## src/rtl/compress_seq_pkg.sv

```systemverilog
// Shared types and constants for the compression-pass sequencer:
// state encoding, CTRL/STAT register bit positions and the default pass length.
package compress_seq_pkg;

  typedef enum logic [2:0] {
    IDLE = 3'd0,
    ARM  = 3'd1,
    RUN  = 3'd2,
    DONE = 3'd3,
    ERR  = 3'd4
  } state_t;

  localparam int NPIX_DEFAULT = 784;

  localparam int CTRL_START_BIT  = 0;
  localparam int CTRL_CLEAR_BIT  = 1;
  localparam int CTRL_ABORT_BIT  = 3;
  localparam int CTRL_IRQ_EN_BIT = 4;

  localparam int STAT_BUSY_BIT = 0;
  localparam int STAT_DONE_BIT = 1;
  localparam int STAT_ERR_BIT  = 2;
  localparam int STAT_PIX_LSB  = 16;

endpackage

```

## src/rtl/seq_timeout_cnt.sv

```systemverilog
// Loadable up-counter with synchronous clear, count enable and a terminal-count flag.
module seq_timeout_cnt
  import compress_seq_pkg::*;
#(
  parameter int               WIDTH    = 21,
  parameter logic [WIDTH-1:0] TERMINAL = '1
) (
  input  logic             clk,
  input  logic             rst,
  input  logic             clr,
  input  logic             load,
  input  logic [WIDTH-1:0] load_val,
  input  logic             en,
  output logic [WIDTH-1:0] count,
  output logic             tc
);

  always_ff @(posedge clk) begin
    if (rst) begin
      count <= '0;
    end else if (clr) begin
      count <= '0;
    end else if (load) begin
      count <= load_val;
    end else if (en) begin
      count <= count + WIDTH'(1);
    end
  end

  assign tc = (count == TERMINAL);

endmodule

```

## src/rtl/compress_seq.sv

```systemverilog
// Memory-mapped sequencer for the image compression pass: arms, starts and polices
// the compressor, gates image_mem writes. Optional irq support under COMPRESS_SEQ_IRQ_EN.
module compress_seq
  import compress_seq_pkg::*;
#(
  parameter int          NPIX      = NPIX_DEFAULT,
  parameter int          TIMEOUT   = 2000000,
  parameter logic [31:0] CTRL_ADDR = 32'h0000_C008,
  parameter logic [31:0] STAT_ADDR = 32'h0000_C009
) (
  input  logic        clk,
  input  logic        rst,
  input  logic [31:0] addr,
  input  logic        we,
  input  logic        re,
  input  logic [31:0] wdata,
  output logic [31:0] rdata,
  input  logic        key_req,
  input  logic        frame_start,
  output logic        cmp_start,
  input  logic        cmp_wr,
  input  logic [9:0]  cmp_waddr,
  output logic        mem_we,
  output logic        busy,
  output logic        irq
);

  localparam int            TW         = $clog2(TIMEOUT + 1);
  localparam logic [TW-1:0] TIMER_LAST = TW'(TIMEOUT - 1);
  localparam logic [9:0]    PIX_LAST   = 10'(NPIX - 1);

  state_t        state, next_state;
  logic          key_d, done, err;
  logic [9:0]    pix_cnt;
  logic [TW-1:0] timer;
  logic          timer_tc;
  logic          ctrl_wr, key_rise, start_req, clear_req, abort_req;
  logic          addr_ok, start_ok, enter_done, enter_err;
  logic          ctrl_irq_en;
  logic [31:0]   ctrl_word, stat_word;
  logic          unused_ok;

  assign ctrl_wr    = we && (addr == CTRL_ADDR);
  assign key_rise   = key_req && !key_d;
  assign start_req  = (ctrl_wr && wdata[CTRL_START_BIT]) || key_rise;
  assign clear_req  = ctrl_wr && wdata[CTRL_CLEAR_BIT];
  assign abort_req  = ctrl_wr && wdata[CTRL_ABORT_BIT];
  assign addr_ok    = (cmp_waddr == pix_cnt);
  assign start_ok   = !busy && start_req;
  assign enter_done = (state == RUN) && (next_state == DONE);
  assign enter_err  = busy && (next_state == ERR);

  seq_timeout_cnt #(
    .WIDTH    (TW),
    .TERMINAL (TIMER_LAST)
  ) u_timeout (
    .clk      (clk),
    .rst      (rst),
    .clr      (start_ok),
    .load     (1'b0),
    .load_val ('0),
    .en       (busy),
    .count    (timer),
    .tc       (timer_tc)
  );

  always_ff @(posedge clk) begin
    if (rst) state <= IDLE;
    else     state <= next_state;
  end

  // Abort beats timeout, and timeout beats both address errors and completion.
  always_comb begin
    next_state = state;
    unique case (state)
      IDLE, DONE, ERR: if (start_req) next_state = ARM;
      ARM: begin
        if (abort_req)        next_state = IDLE;
        else if (timer_tc)    next_state = ERR;
        else if (frame_start) next_state = RUN;
      end
      RUN: begin
        if (abort_req)                  next_state = IDLE;
        else if (timer_tc)              next_state = ERR;
        else if (cmp_wr && !addr_ok)    next_state = ERR;
        else if (cmp_wr && pix_cnt == PIX_LAST) next_state = DONE;
      end
      default: next_state = IDLE;
    endcase
  end

  always_comb begin
    busy   = (state == ARM) || (state == RUN);
    mem_we = (state == RUN) && cmp_wr && addr_ok && !abort_req && !timer_tc;
  end

  always_ff @(posedge clk) begin
    if (rst) begin
      key_d     <= 1'b0;
      cmp_start <= 1'b0;
      done      <= 1'b0;
      err       <= 1'b0;
      pix_cnt   <= '0;
    end else begin
      key_d     <= key_req;
      cmp_start <= (state == ARM) && (next_state == RUN);
      if (start_ok) begin
        done    <= 1'b0;
        err     <= 1'b0;
        pix_cnt <= '0;
      end else if (!busy && clear_req) begin
        done <= 1'b0;
        err  <= 1'b0;
      end else begin
        if (mem_we)     pix_cnt <= pix_cnt + 10'd1;
        if (enter_done) done    <= 1'b1;
        if (enter_err)  err     <= 1'b1;
      end
    end
  end

`ifdef COMPRESS_SEQ_IRQ_EN
  logic irq_en;

  always_ff @(posedge clk) begin
    if (rst) begin
      irq_en <= 1'b0;
      irq    <= 1'b0;
    end else begin
      if (ctrl_wr) irq_en <= wdata[CTRL_IRQ_EN_BIT];
      if (!busy && (start_req || clear_req))       irq <= 1'b0;
      else if ((enter_done || enter_err) && irq_en) irq <= 1'b1;
    end
  end

  assign ctrl_irq_en = irq_en;
  assign unused_ok   = ^{wdata[31:5], wdata[2], timer};
`else
  assign irq         = 1'b0;
  assign ctrl_irq_en = 1'b0;
  assign unused_ok   = ^{wdata[31:4], wdata[2], timer};
`endif

  always_comb begin
    ctrl_word                               = '0;
    ctrl_word[CTRL_IRQ_EN_BIT]              = ctrl_irq_en;
    stat_word                               = '0;
    stat_word[STAT_BUSY_BIT]                = busy;
    stat_word[STAT_DONE_BIT]                = done;
    stat_word[STAT_ERR_BIT]                 = err;
    stat_word[STAT_PIX_LSB +: 10]           = pix_cnt;
    rdata = '0;
    if (re && addr == CTRL_ADDR)      rdata = ctrl_word;
    else if (re && addr == STAT_ADDR) rdata = stat_word;
  end

endmodule

```

## config.mk

```make
export PLATFORM = sky130hd
export DESIGN_NAME = compress_seq
export DESIGN_NICKNAME = d
export VERILOG_FILES = /design/src/rtl/compress_seq_pkg.sv /design/src/rtl/seq_timeout_cnt.sv /design/src/rtl/compress_seq.sv
export SDC_FILE = /design/constraint.sdc
export NUM_CORES = 1
export LEC_CHECK = 0
export CAP_MARGIN = 20
export CORE_ASPECT_RATIO = 0.75
export CORE_MARGIN = 2
export CORE_UTILIZATION = 36
export DETAILED_ROUTE_END_ITERATION = 6
export PLACE_DENSITY = 0.78
export SYNTH_ARGS = -nofsm -noshare
export SYNTH_HDL_FRONTEND = slang
export SYNTH_SLANG_ARGS = --single-unit
```

## constraint.sdc

```tcl
create_clock -name clk -period 2.15 [get_ports clk]
set_input_delay 0.43 -clock clk [delete_from_list [all_inputs] [get_ports clk]]
set_output_delay 0.43 -clock clk [all_outputs]
set_load 0.02 [all_outputs]
```

# Yosys cells after proc, flatten, opt, wreduce, memory -nomap -nowiden

Cells that the tools add are included.

Mux-type cells: 11
Reductions and logical operators: 30
Bitwise gates (word level): 1
Add/sub/neg operators: 2
Equal/unequal tests: 12

Operator list:

| operator                                                           | count |
|---|---|
| 32-bit by 16-bit == test with 1-bit output (second input constant) | 2 |
| 26-bit 2-to-1 mux                                                  | 2 |
| 3-bit 2-to-1 mux                                                   | 8 |
| 21-bit by 1-bit adder with 21-bit output (second input constant)   | 1 |
| 21-bit == test (second input constant)                             | 1 |
| 1-bit logical AND                                                  | 18 |
| 3-bit by 2-bit == test with 1-bit output (second input constant)   | 4 |
| 10-bit by 1-bit adder with 10-bit output (second input constant)   | 1 |
| 10-bit == test                                                     | 1 |
| 10-bit == test (second input constant)                             | 1 |
| 3-bit case mux with 3 select lines                                 | 1 |
| 3-bit == test (second input constant)                              | 2 |
| 3-bit OR reduction                                                 | 2 |
| 1-bit logical NOT                                                  | 5 |
| 3-bit by 1-bit == test with 1-bit output (second input constant)   | 1 |
| 3-bit logical NOT                                                  | 1 |
| 1-bit logical OR                                                   | 2 |
| 2-bit AND reduction                                                | 1 |
| 2-bit OR reduction                                                 | 1 |
| 1-bit inverter                                                     | 1 |

Output and inout port bits: 36
Logic and storage cells: 63
Flip-flop bits (word level): 38

# Depth between registers and ports, before layout

Gate-level depths: netlist of the first run.

Depth after elaboration: 9
Gate-level depth with buffers: 9
Gate-level depth less buffers: 7

# Hierarchy

A second synthesis of the first run with hierarchy kept.

Cell total of the unflattened synthesis: 331
Area, all modules: 2670.1 µm²

Modules (own cells, without submodules):

| module          | cells an instance | area each (µm²) | times used |
|---|---|---|---|
| compress_seq    | 191               | 1497.7          | 1 |
| seq_timeout_cnt | 140               | 1172.4          | 1 |

# Worst setup path before layout of the first run

OpenSTA, ideal clock, no wires.

Path kind: input to output
Start point: in cmp_waddr[7]
End point: out mem_we
Cell stages on the path: 7
Path buffers: 2
Data required time: 1.720 ns
Arrival time: 1.908 ns
Slack: -0.188 ns
Cells stage by stage: xor2_1 > nor4_4 > nand3_2 > or4_1 > buf_2 > buf_4 > inv_1

Longest elaborated chain between the ends: 4

RTL lines:

| item                           | RTL line           | RTL |
|---|---|---|
| start, declared                | compress_seq.sv:22 | `input logic [9:0] cmp_waddr,` |
| 10-bit == test                 | compress_seq.sv:48 | `assign addr_ok = (cmp_waddr == pix_cnt);` |
| 1-bit logical AND (3 in a row) | compress_seq.sv:94 | `mem_we = (state == RUN) && cmp_wr && addr_ok && !abort_req && !timer_tc;` |
| end, declared                  | compress_seq.sv:23 | `output logic mem_we,` |

Every way passes these cells.

# Final worst setup path of the first run

Start point: in cmp_waddr[0]
End point: out mem_we

Same word-level chain as after synthesis.

==> summary.log, run 1 <==
[outcome] outcome finished, violations left
[outcome] violated checks setup timing
[global_route] overall track demand over capacity in global routing 0.210
[power] Pwr Total 1480 uW
[global_route] pin count of the biggest net entering global routing 32
[final_layout] top library cells by usage in the layout, fill and taps aside sky130_fd_sc_hd__buf_4 (68), sky130_fd_sc_hd__dfxtp_1 (31), sky130_fd_sc_hd__nor2_1 (27), sky130_fd_sc_hd__buf_6 (26)
[power] Worst VDD drop 0.318 mV
[setup_path] critical path endpoint category output pin
[clocking] clock sink count 38
[final_layout] number of non-filler instances in the completed layout 504
[die] die boundary width 95.9 um
[sta] Final WS setup -0.295 ns
[logic_synthesis] number of library cell types mapped by synthesis 45
[die] count of standard-cell rows 25
[power] P_sw 401 uW
[placement] placed instance count 479
[placement] Cell Area, Placed 3420 sq um
[die] count of boundary I/O pins 117
[global_route] wire length of the first global-routing pass 11100 um
[setup_path] Max Fanout on Critical Path 2
[route] aggregate routed wire length 7710 um
[route] DR vias 2552
[setup_path] r2r endpoint pix_cnt[7]
[sta] Post-Route Skew 0.0148 ns
[power] total power density per cell area 376 nW/um^2
[sta] count of final max-slew check failures 0
[final_layout] area of all placed cells without fillers 3940 sq um
[logic_synthesis] dominant synthesized flop cell sky130_fd_sc_hd__dfxtp_1
[logic_synthesis] synthesized instance count 283
[sta] clock period minus worst slack 2.45 ns
[route] number of nets with antenna violations after detailed routing 0
[placement] total of buffers placed on input and output ports 67
[logic_synthesis] sequential-to-total area share from yosys stat 0.334
[clocking] H-Tree Level Count 2
[sta] TNS Setup -3.66 ns
[setup_path] startpoint class of the critical path input port
[worst_hold_path] Endpoint, Worst Hold err
[setup_path] beginning of the worst register-to-register path pix_cnt[6]
[route] average wire per standard cell 15.3 um
[final_layout] Finished Core Util 0.632
[setup_path] worst-case reg-to-reg path depth 8
[die] Placeable Area 6220 sq um
[global_route] antenna violations before repair 0
[global_route] remaining global-route overflow 0
[global_route] number of global-route vias before repair 2390
[clocking] TritonCTS clock tree done
[die] Total Die Area 6990 sq um
[logic_synthesis] Cell Area, Synth 2280 sq um
[route] DRC violation total after the first TritonRoute iteration 89
[placement] final weighted congestion of routability-driven global placement 0.859
[sta] final number of setup-violating endpoints 26
[logic_synthesis] number of flops mapped to enable cells by yosys 0
[setup_path] Required @ worst endpoint 1.72 ns
[final_layout] proportion of layout cells with a drive suffix above 1 0.437
[setup_path] critical path arrival 2.02 ns
[power] Internal Power 1080 uW
[logic_synthesis] YS warnings 0
[power] share of total power in the clock network 0.318
[sta] post-route fraction of the period consumed by the critical path 1.14
[setup_path] critical path class input port to output pin
[die] vertical die dimension 72.9 um
[clocking] clock transition time at the flip-flop clock pins of the worst setup and hold paths 0.08 ns
[logic_synthesis] syn_area_per_cell 8.05 sq um
[power] logic gate share of total power 0.199
[worst_hold_path] worst hold path type flip-flop to flip-flop
[placement] Final HPWL DP 4970 um
[power] part of the total power dissipated in sequential elements 0.482
[logic_synthesis] async set-reset flop share out of synthesis 0
[final_layout] area overhead of the layout relative to synthesis 72.7%
[power] switching power as a share of total power 0.272
[route] DRT Pass-1 Iters 4
[final_layout] area occupied by registers 772 sq um
[final_layout] combined area of the multi-input logic cells 1690 sq um
[clocking] maximum clock insertion buffer count 2
[clocking] TritonCTS Buffers 5
[logic_synthesis] synthesis-stage register bit count 38
[worst_hold_path] start point of the worst min-delay path err
[sta] highest clock frequency the design can meet 409 MHz
[route] number of DRC violations after detailed routing 0
[sta] setup repair after global routing missed its margin true
[power] static leakage 0.00165 uW
[clocking] later-pin clock latency in the skew report 0.30 ns
[final_layout] most common cell after layout, fill and taps aside sky130_fd_sc_hd__buf_4
[clocking] clk root buf sky130_fd_sc_hd__clkbuf_8
[final_layout] final-layout fill cell count 479
[final_layout] Final Net Count 506
[final_layout] Antenna Cells 0
[worst_hold_path] number of stages on the worst hold path 2
[job] max-capacitance violation count 0
[route] vias per cell 5.06
[setup_path] reg-to-reg setup timing slack -0.27 ns
[die] Initial Util 0.366
[clocking] number of hold buffers added after CTS 0
[sta] number of hold violations in the final report 0
## cell families (layout without fill, tap and decap cells)
| logic type | count (synthesis) | count (layout) | share of synthesized area |
|---|---|---|---|
| adders and majority gates | 2 | 2 | 0.0110 |
| muxes | 1 | 1 | 0.00439 |
| and+or+nand+nor | 134 | 134 | 0.332 |
| DFF | 38 | 38 | 0.334 |
| xor gates and xnor gates | 30 | 30 | 0.115 |
| AOI/OAI and AO/OA | 38 | 38 | 0.0988 |
| other | 1 | 20 | 0.00165 |
| buffers and inverters | 39 | 160 | 0.103 |
## area by class of cell
| class | instances | area share |
|---|---|---|
| Timing Repair Buffer | 143 | 0.317 |
| Inverter | 10 | 0.0108 |
| Sequential cell | 38 | 0.196 |
| Tap cell | 81 | 0.0258 |
| Clock buffer | 7 | 0.0194 |
| Multi-Input combinational cell | 225 | 0.431 |
## power groups by stage
stage	combinational [uW]	sequential (uW)	clock, uW
2_1_floorplan	136	732	0
3_3_place_gp	262	730	0
3_5_place_dp	266	730	0
4_1_cts	268	714	478
5_1_grt	315	713	521
6_report	295	713	471
## layer usage
metal	GRT usage	part of all wire	up-vias
met5	0	0	-
met4	0.100	0.029	0
met3	0.0671	0.081	26
met2	0.369	0.51	116
met1	0.231	0.38	1203
li1	-	-	1207
## Yosys cell counts (all sizes together), types with 2 or more instances
cell type,count,area share
a21o,2,0.0066
a21oi,15,0.033
and2,15,0.041
and3,4,0.011
and4,3,0.012
buf,23,0.076
clkbuf,6,0.0099
dfxtp,38,0.33
ha,2,0.011
inv,10,0.016
nand2,20,0.033
nand2b,3,0.0082
nand3,10,0.024
nand4,8,0.022
nor2,30,0.049
nor2b,4,0.011
nor3,7,0.015
nor4,9,0.038
nor4b,2,0.0077
o21ai,11,0.024
o22ai,2,0.0055
or2,2,0.0055
or3,11,0.030
or4,2,0.0066
xnor2,10,0.038
xor2,20,0.077
## per-stage QoR
step	setup WS (ns)	hold WS, ns
after floorplan	-0.00451	0.418
after global placement	-0.975	0.437
after detailed placement	-1.02	0.439
after CTS	-0.299	0.456
after global routing	-0.331	0.491
final	-0.295	0.456
## critical path, stage by stage
cell	delay, ns
sky130_fd_sc_hd__clkdlybuf4s15_1	0.25
sky130_fd_sc_hd__xor2_4	0.20
sky130_fd_sc_hd__nor4_4	0.33
sky130_fd_sc_hd__nand3_2	0.15
sky130_fd_sc_hd__or4_4	0.48
sky130_fd_sc_hd__inv_6	0.07
sky130_fd_sc_hd__buf_6	0.11
## flip-flops by register name (all words and copies together) (netlist names)
register         flops
key_d                1
done                 1
cmp_start            1
pix_cnt             10
u_timeout.count     21
err                  1
state                3
## worst max path at each step
stage                                    from       end  depth (start not counted)
final                            cmp_waddr[0]    mem_we                          7
after global placement           cmp_waddr[2]    mem_we                          7
after floorplan                  cmp_waddr[2]    mem_we                          7
after global routing             cmp_waddr[0]    mem_we                          7
after CTS                 u_timeout.count[13]    mem_we                          6
after detailed placement             addr[14]  rdata[0]                          8
## timing repair
action / in CTS / in global routing
gates cloned: 1 / 0
setup buffers: 13 / 11
pin swaps: 39 / 18
setup endpoints to repair: 50 / 31
resized for setup: 246 / 39
(Power assumes the default switching activity.)
==> run 2: changes to the inputs <==
--- a/config.mk
+++ b/config.mk
@@ -10,6 +10,7 @@
 export CORE_MARGIN = 2
 export CORE_UTILIZATION = 36
 export DETAILED_ROUTE_END_ITERATION = 6
+export GPL_ROUTABILITY_DRIVEN = 1
 export PLACE_DENSITY = 0.78
 export SYNTH_ARGS = -nofsm -noshare
 export SYNTH_HDL_FRONTEND = slang
==> results of run 2 <==
The final DEF is identical to that of run 1; final timing and power are the same.
==> run 3: changes to the inputs <==
--- a/config.mk
+++ b/config.mk
@@ -8,10 +8,10 @@
 export CAP_MARGIN = 20
 export CORE_ASPECT_RATIO = 0.75
 export CORE_MARGIN = 2
-export CORE_UTILIZATION = 36
+export CORE_UTILIZATION = 40
 export DETAILED_ROUTE_END_ITERATION = 6
 export GPL_ROUTABILITY_DRIVEN = 1
-export PLACE_DENSITY = 0.78
+export PLACE_DENSITY = 0.82
 export SYNTH_ARGS = -nofsm -noshare
 export SYNTH_HDL_FRONTEND = slang
 export SYNTH_SLANG_ARGS = --single-unit
==> constraint.sdc (replaced) <==
create_clock -name clk -period 2.42 [get_ports clk]
set_input_delay 0.484 -clock clk [delete_from_list [all_inputs] [get_ports clk]]
set_output_delay 0.484 -clock clk [all_outputs]
set_load 0.02 [all_outputs]
==> run 3 against run 2 <==
Final cell count decreased by 1.4%. Via count decreased by 2.0%. Worst setup slack improved by 0.24 ns. The flow still finishes with violations (setup timing). Die area decreased by 9.5%. Global-route usage increased by 3.0 points. Largest cell class unchanged. Sequential power decreased by 11%. Critical endpoint unchanged. Sequential share of layout area increased by 0.65 points.
==> summary.log, run 3 (same netlist as run 1, synthesis figures left out) <==
[sta] TNS Setup -0.0566 ns [+3.60 ns]
[route] aggregate routed wire length 7650 um [-0.77%]
[route] vias per cell 5.03 [-0.66%]
[placement] placed instance count 466 [-2.7%]
[die] count of boundary I/O pins 117 [unchanged]
[sta] Final WS setup -0.0566 ns [+0.239 ns]
[sta] clock period minus worst slack 2.48 ns
[route] DRT Pass-1 Iters 4 [unchanged]
[sta] number of hold violations in the final report 0 [unchanged]
[die] Initial Util 0.421 [+0.0551]
[global_route] number of global-route vias before repair 2540 [+6.3%]
[power] P_sw 336 uW [-16%]
[power] part of the total power dissipated in sequential elements 0.502 [+0.020]
[global_route] antenna violations before repair 0 [unchanged]
[final_layout] top flop regs u_timeout.count x21, pix_cnt x10, state x3
[power] Worst VDD drop 0.290 mV [-8.6%]
[job] max-capacitance violation count 0 [unchanged]
[worst_hold_path] worst hold path type flip-flop to flip-flop
[final_layout] proportion of layout cells with a drive suffix above 1 0.382 [-0.0558]
[route] number of DRC violations after detailed routing 0 [unchanged]
[setup_path] critical path class flip-flop to output pin
[clocking] TritonCTS clock tree done
[worst_hold_path] Endpoint, Worst Hold err
[outcome] outcome finished, violations left
[setup_path] startpoint class of the critical path flip-flop
[die] Total Die Area 6320 sq um [-9.5%]
[sta] highest clock frequency the design can meet 404 MHz
[sta] setup repair after global routing missed its margin true
[placement] Final HPWL DP 4950 um [-0.28%]
[outcome] violated checks setup timing
[final_layout] final-layout fill cell count 410 [-14%]
[final_layout] Finished Core Util 0.695 [+0.0628]
[setup_path] Max Fanout on Critical Path 2 [unchanged]
[clocking] clock sink count 38 [unchanged]
[power] total power density per cell area 337 nW/um^2 [-10%]
[sta] Post-Route Skew 0.00721 ns [-0.00758 ns]
[setup_path] reg-to-reg setup timing slack 0.13 ns [+0.40 ns]
[route] average wire per standard cell 15.4 um [+0.63%]
[clocking] clk root buf sky130_fd_sc_hd__clkbuf_8
[route] number of nets with antenna violations after detailed routing 0 [unchanged]
[setup_path] worst-case reg-to-reg path depth 8 [unchanged]
[worst_hold_path] start point of the worst min-delay path err
[final_layout] Antenna Cells 0 [unchanged]
[power] share of total power in the clock network 0.323 [+0.005]
[setup_path] beginning of the worst register-to-register path u_timeout.count[9]
[clocking] maximum clock insertion buffer count 2 [unchanged]
[power] Internal Power 932 uW [-13%]
[clocking] clock transition time at the flip-flop clock pins of the worst setup and hold paths 0.07 ns [about the same]
[setup_path] critical path arrival 1.99 ns [-0.03 ns]
[power] static leakage 0.00159 uW [-3.9%]
[global_route] wire length of the first global-routing pass 12000 um [+8.5%]
[final_layout] most common cell after layout, fill and taps aside sky130_fd_sc_hd__buf_4
[placement] final weighted congestion of routability-driven global placement 0.931 [+8.4%]
[clocking] later-pin clock latency in the skew report 0.29 ns [about the same]
[clocking] TritonCTS Buffers 5 [unchanged]
[sta] count of final max-slew check failures 0 [unchanged]
[power] logic gate share of total power 0.175 [-0.024]
[die] count of standard-cell rows 23 [-8.0%]
[clocking] number of hold buffers added after CTS 0 [unchanged]
[global_route] remaining global-route overflow 0 [unchanged]
[final_layout] largest reg by FF count u_timeout.count
[global_route] pin count of the biggest net entering global routing 29 [-9.4%]
[sta] post-route fraction of the period consumed by the critical path 1.02
[route] DR vias 2500 [-2.0%]
[placement] total of buffers placed on input and output ports 67 [unchanged]
[final_layout] area overhead of the layout relative to synthesis 65.0%
[die] vertical die dimension 69.4 um [-4.8%]
[die] die boundary width 91.2 um [-4.9%]
[die] Placeable Area 5410 sq um [-13%]
[sta] final number of setup-violating endpoints 1 [-96%]
[final_layout] number of non-filler instances in the completed layout 497 [-1.4%]
[setup_path] critical path endpoint category output pin
[worst_hold_path] number of stages on the worst hold path 2 [unchanged]
[setup_path] Required @ worst endpoint 1.94 ns [+0.22 ns]
[route] DRC violation total after the first TritonRoute iteration 148 [+66%]
[clocking] H-Tree Level Count 2 [unchanged]
[final_layout] flip-flop count of the largest register, all copies and words added 21 [unchanged]
[global_route] overall track demand over capacity in global routing 0.241 [+0.0301]
[power] Pwr Total 1270 uW [-14%]
[final_layout] top library cells by usage in the layout, fill and taps aside sky130_fd_sc_hd__buf_4 (70), sky130_fd_sc_hd__dfxtp_1 (37), sky130_fd_sc_hd__nor2_1 (29), sky130_fd_sc_hd__conb_1 (20), sky130_fd_sc_hd__nand2_1 (19)
[final_layout] Final Net Count 505 [-0.20%]
[power] switching power as a share of total power 0.265 [-0.00649]
[setup_path] r2r endpoint pix_cnt[8]
==> run 3: stage by stage <==
step | cell area [sq um] | worst slack, ns | hold WS (ns)
4_1_cts | 3740 | -0.0653 | 0.466
2_1_floorplan | 2350 | 0.0226 | 0.418
3_3_place_gp | 3330 | -0.802 | 0.442
5_1_grt | 3760 | -0.164 | 0.482
3_5_place_dp | 3330 | -0.840 | 0.452
6_report | 3760 | -0.0566 | 0.475
==> run 3: metal layers <==
metal  wire [um]  track usage  part of all wire  vias to the layer above
met5           0            0                 0                        -
met4         193       0.0875             0.025                        0
met3         594       0.0620             0.078                       18
met2        3870        0.440              0.51                      112
met1        3000        0.268              0.39                     1162
li1            -            -                 -                     1208
==> run 3: final cells by class <==
cell class                 instances  area (sq um)  share of cell area
multi-input combinational        225          1580               0.420
timing repair buffer             142          1210               0.322
sequential                        38           762               0.203
tap                               75          93.8              0.0250
clock buffer                       7          76.3              0.0203
inverter                          10          37.5             0.00998
==> run 3: worst max path at each step <==
stage,startpoint,end
final,u_timeout.count[7],mem_we
after CTS,u_timeout.count[14],mem_we
after detailed placement,addr[14],rdata[24]
after floorplan,cmp_waddr[7],mem_we
after global placement,addr[14],rdata[21]
after global routing,u_timeout.count[7],mem_we
==> run 3: repair_timing <==
item | CTS | global route
gates cloned | 1 | 0
gates resized for setup | 194 | 41
setup endpoints to repair | 25 | 32
pin swaps | 25 | 25
hold endpoints to repair | 0 | 0
setup buffers | 22 | 3
==> run 3: power by group through the flow <==
stage / Combinational, uW / Sequential [uW] / Clock (uW)
6_report: 221 / 637 / 410
3_5_place_dp: 217 / 650 / 0
5_1_grt: 235 / 637 / 447
3_3_place_gp: 215 / 650 / 0
4_1_cts: 207 / 636 / 420
2_1_floorplan: 119 / 650 / 0
==> run 3: critical path, cell delays in order (launching register included) <==
cell and delay (ns):
sky130_fd_sc_hd__dfxtp_1 0.31, sky130_fd_sc_hd__or4_4 0.54, sky130_fd_sc_hd__nor4_4 0.25, sky130_fd_sc_hd__buf_4 0.14, sky130_fd_sc_hd__a31o_1 0.16, sky130_fd_sc_hd__or4_4 0.15, sky130_fd_sc_hd__inv_2 0.03, sky130_fd_sc_hd__buf_6 0.12
